$ cat config.mk
export PLATFORM = sky130hd
export DESIGN_NAME = nested_struct_arbiter
export DESIGN_NICKNAME = d
export VERILOG_FILES = /design/src/rtl/nested_struct_arbiter.sv
export SDC_FILE = /design/constraint.sdc
export NUM_CORES = 1
export LEC_CHECK = 0
export ABC_AREA = 1
export BUFFER_PORTS_ARGS = -buffer_cell sky130_fd_sc_hd__buf_4
export CAP_MARGIN = 25
export CORE_AREA = 2 2 128 130
export CTS_CLUSTER_SIZE = 16
export DETAILED_ROUTE_END_ITERATION = 8
export DIE_AREA = 0 0 130 132
export HOLD_SLACK_MARGIN = 0.05
export PLACE_DENSITY = 0.69
export SLEW_MARGIN = 30
export SYNTH_ARGS = -nofsm -noshare
export SYNTH_HDL_FRONTEND = slang
export SYNTH_SLANG_ARGS = --single-unit
export TNS_END_PERCENT = 10
$ cat constraint.sdc
create_clock -name clk -period 2.5 [get_ports clk]
set_clock_uncertainty 0.1 [all_clocks]
set_input_delay 0 -clock clk [delete_from_list [all_inputs] [get_ports clk]]
set_output_delay 0 -clock clk [all_outputs]
set_load 0.1 [all_outputs]
$ cat src/rtl/nested_struct_arbiter.sv
// Round-robin arbiter with cmd[3] burst locking in front of a registered 62-bit output stage.
// Optional NESTED_ARB_TAG_EN: out_data id[15:12] carries the granted requester index.
module nested_struct_arbiter #(
  parameter int NUM_REQ      = 4,
  parameter int MAX_BURST    = 8,
  parameter int LOCK_TIMEOUT = 16,
  localparam int IDX_W       = $clog2(NUM_REQ)
) (
  input  logic                    clk,
  input  logic                    rst,
  input  logic [NUM_REQ-1:0]      req_valid,
  input  logic [NUM_REQ*62-1:0]   req_data,
  output logic [NUM_REQ-1:0]      req_ready,
  output logic                    out_valid,
  output logic [61:0]             out_data,
  input  logic                    out_ready,
  output logic [IDX_W-1:0]        grant_id,
  output logic                    locked
);

  typedef enum logic {IDLE, LOCKED} state_t;

  state_t            state_q, state_d;
  logic [IDX_W-1:0]  rr_q, rr_d;
  logic [IDX_W-1:0]  owner_q, owner_d;
  logic [7:0]        burst_q, burst_d;
  logic [7:0]        tmo_q, tmo_d;
  logic              out_valid_q, out_valid_d;
  logic [61:0]       out_data_q, out_data_d;
  logic [IDX_W-1:0]  grant_q, grant_d;

  logic [NUM_REQ-1:0][61:0] req_arr;
  logic                     load_ok;
  logic                     sel_found;
  logic [IDX_W-1:0]         sel_idx;
  logic [IDX_W:0]           cand_w;
  logic [IDX_W-1:0]         cand;
  logic                     xfer;
  logic [61:0]              sel_tx;

  assign req_arr = req_data;
  assign load_ok = !out_valid_q || out_ready;

  function automatic logic [IDX_W-1:0] wrap_inc(input logic [IDX_W-1:0] i);
    if (i == IDX_W'(NUM_REQ - 1)) return '0;
    return i + 1'b1;
  endfunction

  // Requester selection; the decision is recomputed every cycle, never latched.
  always_comb begin
    sel_found = 1'b0;
    sel_idx   = '0;
    cand_w    = '0;
    cand      = '0;
    if (state_q == LOCKED) begin
      sel_found = req_valid[owner_q];
      sel_idx   = owner_q;
    end else begin
      for (int k = 0; k < NUM_REQ; k++) begin
        cand_w = {1'b0, rr_q} + (IDX_W+1)'(k);
        if (cand_w >= (IDX_W+1)'(NUM_REQ)) cand_w = cand_w - (IDX_W+1)'(NUM_REQ);
        cand = cand_w[IDX_W-1:0];
        if (!sel_found && req_valid[cand]) begin
          sel_found = 1'b1;
          sel_idx   = cand;
        end
      end
    end
  end

  assign xfer      = sel_found && load_ok && !rst;
  assign req_ready = xfer ? (NUM_REQ'(1) << sel_idx) : '0;

  always_comb begin
    sel_tx = req_arr[sel_idx];
`ifdef NESTED_ARB_TAG_EN
    sel_tx[56:53] = 4'(sel_idx);
`endif
  end

  always_comb begin
    state_d     = state_q;
    rr_d        = rr_q;
    owner_d     = owner_q;
    burst_d     = burst_q;
    tmo_d       = tmo_q;
    out_valid_d = out_valid_q;
    out_data_d  = out_data_q;
    grant_d     = grant_q;

    if (xfer) begin
      out_valid_d = 1'b1;
      out_data_d  = sel_tx;
      grant_d     = sel_idx;
    end else if (out_ready) begin
      out_valid_d = 1'b0;
    end

    case (state_q)
      IDLE: begin
        if (xfer) begin
          rr_d = wrap_inc(sel_idx);
          if (sel_tx[60] && MAX_BURST > 1) begin
            state_d = LOCKED;
            owner_d = sel_idx;
            burst_d = 8'd1;
            tmo_d   = 8'd0;
          end
        end
      end
      LOCKED: begin
        if (xfer) begin
          burst_d = burst_q + 8'd1;
          tmo_d   = 8'd0;
          if (!sel_tx[60] || burst_d == 8'(MAX_BURST)) begin
            state_d = IDLE;
            rr_d    = wrap_inc(owner_q);
          end
        end else if (!req_valid[owner_q]) begin
          // Owner went quiet: count toward releasing the lock.
          tmo_d = tmo_q + 8'd1;
          if (tmo_d == 8'(LOCK_TIMEOUT)) begin
            state_d = IDLE;
            rr_d    = wrap_inc(owner_q);
          end
        end
      end
      default: state_d = IDLE;
    endcase
  end

  always_ff @(posedge clk) begin
    if (rst) begin
      state_q     <= IDLE;
      rr_q        <= '0;
      owner_q     <= '0;
      burst_q     <= '0;
      tmo_q       <= '0;
      out_valid_q <= 1'b0;
      out_data_q  <= '0;
      grant_q     <= '0;
    end else begin
      state_q     <= state_d;
      rr_q        <= rr_d;
      owner_q     <= owner_d;
      burst_q     <= burst_d;
      tmo_q       <= tmo_d;
      out_valid_q <= out_valid_d;
      out_data_q  <= out_data_d;
      grant_q     <= grant_d;
    end
  end

  assign out_valid = out_valid_q;
  assign out_data  = out_data_q;
  assign grant_id  = grant_q;
  assign locked    = (state_q == LOCKED);

endmodule

Yosys cells after proc, flatten, opt, wreduce, memory -nomap -nowiden
Cells that the tools add are included.
{"block": "word_totals", "in_bits": 255, "output_inout_bits": 70, "ff_bits": 86, "word_cells": 133}
{"block": "classes", "reduce_logical": 18, "eq_ne": 10, "mux": 74, "addsub": 11, "bitwise": 1, "n_shift": 1, "n_lt_le_gt_ge": 10}
{"operator": "$bmux 62 s2", "n": 1}
{"operator": "$mux 62", "n": 1}
{"operator": "$mux 8", "n": 7}
{"operator": "$mux 2", "n": 23}
{"operator": "$mux 1", "n": 32}
{"operator": "$pmux 8 s2", "n": 2}
{"operator": "$lt 2x3->1 const B", "n": 6}
{"operator": "$add 8x1->8 const B", "n": 2}
{"operator": "$bmux 1 s2", "n": 5}
{"operator": "$ge 3x3->1 const B", "n": 3}
{"operator": "$reduce_and 3->1", "n": 3}
{"operator": "$eq 8x4->1 const B", "n": 1}
{"operator": "$eq 8x5->1 const B", "n": 1}
{"operator": "$sub 2x1->2 const B", "n": 4}
{"operator": "$add 2x2->3 const B", "n": 2}
{"operator": "$logic_not 1->1", "n": 6}
{"operator": "$logic_and 1x1->1", "n": 5}
{"operator": "$add 2x1->2 const B", "n": 2}
{"operator": "$eq 2x2->1 const B", "n": 2}
{"operator": "$mux 4", "n": 1}
{"operator": "$ne 2x2->1 const B", "n": 2}
{"operator": "$pmux 2 s2", "n": 1}
{"operator": "$reduce_and 4->1", "n": 1}
{"operator": "$shl 1x2->4 const A", "n": 1}
{"operator": "10 further kinds", "n": 11}

Depth between registers and ports, before layout
{"block": "depth", "word_depth": 30, "mapped_depth": 18}

Worst setup path after synthesis
Ideal clock, no wire load.
{"block": "synth_path", "path_kind": "register to output", "from": "reg state_q, in the netlist locked", "to": "out req_ready[1]", "path_buffers": 2, "setup_slack_ns": -1.351, "arrival_time_ns": 3.751, "stages_incl_launch_ff": 12, "cell_sequence": "dfxtp_1 -> clkinv_1 -> nand3_1 -> nor2_2 -> nor2_4 -> nand2_4 -> inv_4 -> buf_6 -> buf_2 -> ha_1 -> inv_1 -> nor2_1"}
{"block": "synth_via", "word_cells_on_any_way": 6, "cone_classes": "shift (1); mux (3); reduce/logical (2)"}
{"element": "start: declaration", "line": "23", "rtl": "state_t state_q, state_d;"}
{"element": "start signal: assignment", "line": "143", "rtl": "state_q <= state_d;"}
{"element": "$mux 2", "line": "55", "rtl": "if (state_q == LOCKED) begin"}
{"element": "via sel_idx[0]", "line": "35", "rtl": "logic [IDX_W-1:0] sel_idx;"}
{"element": "$shl 1x2->4", "line": "72", "rtl": "assign req_ready = xfer ? (NUM_REQ'(1) << sel_idx) : '0;"}
{"element": "$mux 4", "line": "72"}
{"element": "end: declaration", "line": "13", "rtl": "output logic [NUM_REQ-1:0] req_ready,"}
The timed path passes the listed nets, and every way through them passes these cells.

Final worst setup path
{"block": "layout_path", "from": "reg rr_q[0]", "to": "reg out_data_q[18], in the netlist out_data[18]"}
{"block": "layout_via", "elab_chain_cells": 21, "word_cells_on_any_way": 50, "cone_classes": "add/sub (7); order compare (4); mux (31); reduce/logical (8)"}
{"element": "start: declaration", "line": "24", "rtl": "logic [IDX_W-1:0] rr_q, rr_d;"}
{"element": "start signal: assignment", "line": "144", "rtl": "rr_q <= rr_d;"}
{"element": "$ge 2x3->1 or $sub 2x1->2 (tied branches)", "line": "61", "rtl": "if (cand_w >= (IDX_W+1)'(NUM_REQ)) cand_w = cand_w - (IDX_W+1)'(NUM_REQ);"}
{"element": "$mux 2", "line": "61"}
{"element": "$mux 2", "line": "55"}
{"element": "$bmux 1 s2", "line": "63", "rtl": "if (!sel_found && req_valid[cand]) begin"}
{"element": "$mux 1 (implied by the code)", "line": "63"}
{"element": "$mux 1", "line": "63"}
{"element": "$mux 1", "line": "55"}
{"element": "$logic_not 1->1", "line": "63"}
{"element": "(+5 left out)"}
{"element": "$mux 1", "line": "63"}
{"element": "$mux 1", "line": "55"}
{"element": "$logic_not 1->1", "line": "63"}
{"element": "$logic_and 1x1->1", "line": "63"}
{"element": "$mux 2 or $mux 1 (tied branches)", "line": "63"}
{"element": "$mux 2 or $mux 1 (tied branches)", "line": "55"}
{"element": "$bmux 62 s2 or $logic_and 1x1->1 (tied branches)", "line": "75, 71"}
{"element": "$mux 62 (implied by the code) or $logic_and 1x1->1 (tied branches)", "line": "75, 71"}
{"element": "end signal: assignment", "line": "149", "rtl": "out_data_q <= out_data_d;"}
{"element": "end: declaration", "line": "29", "rtl": "logic [61:0] out_data_q, out_data_d;"}
Parallel ways exist; a longest one is shown, timed or not. The select of a mux whose other input is x is not followed.
A chain may end at the register's enable or synchronous reset.

==> results.toml <==
[status]
outcome = "finished, final reports clean"

[timing]
slew_viol_final = 0
fmax_ghz = 0.419
hold_violations = 0
max_slew_margin_pct = 59.1
fin_crit_sh_pct = 95.5
fin_hold_ws_ns = 0.0575
fin_crit_ns = 2.39
tightest_slew_ns = 0.612
finalSetupViolations = 0

[floorplan]
io_pins = 325
die_area_sq_um = 17200
start_util_pct = 34.8
core_area_sq_um = 15700
rows = 46
dieWidth_um = 130
dieHeight_um = 132

[placed_design]
placed_area_sq_um = 8140
port_buffers = 324
dp_hpwl_um = 15800
gp_congestion = 0.880

[worst_setup_path]
critical_path.startpoint = "rr_q[0]$_SDFFE_PP0P_"
crit_path_top_delay_cell = "dfxtp_4"
crit_fanout = 36
worstSetupEndpointType = "flip-flop"
critPathMaxStageDelay_ns = 0.38
cp_top_family = "simple AND/OR/NAND/NOR gates"
required_ns = 2.65
reg2reg_to = "out_data[18]$_SDFFE_PP0P_"
crit_arrival_ns = 2.54
reg2reg_depth = 14
crit_top_cell = "nand2_1"
endpoint = "out_data[18]$_SDFFE_PP0P_"
critPathBufInv = 3
r2r-start = "rr_q[0]$_SDFFE_PP0P_"
path_depth = 14
worstPathCellList = "buf_6 > nand2_1 > nand2_2 > nand2_1 > nand2_1 > nand3_1 > nor2_2 > nor2_4 > nand2_4 > buf_6 > buf_16 > or2_1 > o21ai_2 > o221ai_1"
criticalPathCategory = "reg2reg"
startpoint_type = "flip-flop"
rrSetupSlack_ns = 0.11

[route]
drt-pass1-iter-count = 6
viasPerCell = 5.37
route.detailed.drc = 0
ant_nets = 0
routed_wl_um = 29500
num_vias = 8604
post_drt_wl_per_cell_um = 18.4
drt-initial-drc-count = 557

[finish]
final_cell_mix = "335 x buf_4, 236 x dlygate4sd3_1, 160 x nand2_1"
synthToLayoutAreaGrowth_pct = 104
layout_commonest_cell = "buf_4"
stdcell_area_sq_um = 11200
drive_gt1_share_pct = 32.4
nets = 1641

[clock_network]
cts_made_buffers = 9
cts.sinks = 86
htree_num_levels = 3
clockBufferDepth = 2
clk_latency_ns = 0.34
tritoncts = "yes"
clk_pin_slew_worst_paths_ns = 0.07
root_buffer = "clkbuf_16"

[hold_path]
hold_path_depth = 5
worstHoldStart = "req_data[218]"
hold_path_class = "in2reg"

[synth]
synth_top_area_share_pct = 31.5
synth_ff_type = "dfxtp_1"
syn_inst = 835
synth-edff-count = 0
synthTopCellsByArea = "dfxtp_1 31%, nand2_1 11%, o21ai_0 7.8%"
syn_nets = 1096
ys_types = 33
yosysWarnings = 0
async_flop_share_pct = 0
synth_area_sq_um = 5470
synth.avg_cell_area_sq_um = 6.55
synth_seq_cells = 86
synth-seq-area-share_pct = 31.5
synth_area_leader_cell = "dfxtp_1"

[power]
powerDensity_nw_per_um2 = 1530
peakVddDrop_uv = 1010
power.leakage_uw = 0.00515

[global_route]
grt_pass1_wl_um = 43200
antenna_found_initial = 3
grt_remaining_overflow = 0
grt_pass1_vias = 8544
grt_max_degree = 73
globalRouteTotalUtil_pct = 31.7

[flow_run]
maxCapViolations = 0
-- tightest hold or removal path, stage by stage --
cell	delay (ns)
buf_4	0.08
o21ai_1	0.08
o22ai_1	0.17
nand2_1	0.08
nand2_1	0.06
-- final cells by class --
cell class	instances	area, sq um
flip-flops and latches	86	1730
well taps	216	270
inverters	41	171
clock inverters	4	48.8
multi-input cells	648	3330
clock buffers	11	233
repair buffers	594	5370
diodes	2	5.00
fillers	1125	4550
-- timing repair --
action / 4_1_cts / 5_1_grt
hold buffers: 236 / 0
cloned: 2 / 4
endpoints found under the hold margin: 80 / 0
setup buffers: 2 / 8
resized for setup: 14 / 30
pin swaps: 1 / 8
setup endpoints to repair: 4 / 82
-- how the worst min path moves through the flow --
stage	endpoint
2_1_floorplan	out_valid$_SDFFE_PP0P_
3_3_place_gp	out_valid$_SDFFE_PP0P_
3_5_place_dp	out_valid$_SDFFE_PP0P_
4_1_cts	out_data[51]$_SDFFE_PP0P_
5_1_grt	out_data[40]$_SDFFE_PP0P_
6_report	out_data[32]$_SDFFE_PP0P_
-- stage by stage --
step / utilization (%) / worst slack [ns] / instances / setup TNS (ns) / power, uW
after global placement: 51.8 / 0.140 / 1333 / 0 / 13500
after floorplan: - / 0.110 / 835 / 0 / 10900
final: 71.0 / 0.113 / 1602 / 0 / 17100
after global routing: 71.0 / -0.0889 / 1601 / -0.200 / 18000
after detailed placement: 51.8 / 0.0944 / 1333 / 0 / 13600
after CTS: 69.4 / -0.0123 / 1588 / -0.0150 / 15800
-- power breakdown --
group	switching, uW	internal (uW)	leakage [uW]
Clock	572	769	0.000139
Combinational	9050	4490	0.00430
Sequential	322	1910	0.000714
-- state kept, by name (all words and copies together), names as in the netlist --
name and flops:
out_data 62, locked 1, grant_id 2, rr_q 2
owner_q 2, tmo_q 8, burst_q 8, out_valid 1
-- per-layer routing --
| layer | wire, um | up-vias | GRT usage (%) | share of wire (%) |
|---|---|---|---|---|
| met1 | 10700 | 3859 | 34.5 | 36 |
| met5 | 17 | - | 0 | 0.058 |
| met4 | 1830 | 2 | 20.5 | 6.2 |
| li1 | - | 3931 | - | - |
| met2 | 14100 | 642 | 54.2 | 48 |
| met3 | 2840 | 170 | 7.87 | 9.6 |
-- cells in the mapped netlist (6+ instances only) --
cell type / count
a21oi_1: 24
buf_6: 8
o21ai_0: 85
buf_2: 25
o22ai_1: 35
or2_2: 36
nand2_1: 167
dfxtp_1: 86
or2_1: 19
o21ai_1: 46
nand2_2: 7
ha_1: 6
o221ai_1: 26
nor2_1: 89
buf_4: 7
clkbuf_1: 19
nand3_1: 83
inv_1: 33
-- cell families (layout without fill, tap and decap cells) --
| group | count (synthesis) | after routing | synth area share [%] |
|---|---|---|---|
| simple gates | 416 | 416 | 34.0 |
| compound gates | 217 | 217 | 22.5 |
| buf+inv | 101 | 650 | 9.22 |
| flops | 86 | 86 | 31.5 |
| xor+xnor | 9 | 9 | 1.44 |
| fa+ha+maj | 6 | 6 | 1.37 |
| other cells | 0 | 2 | 0 |
(Power assumes the default switching activity.)
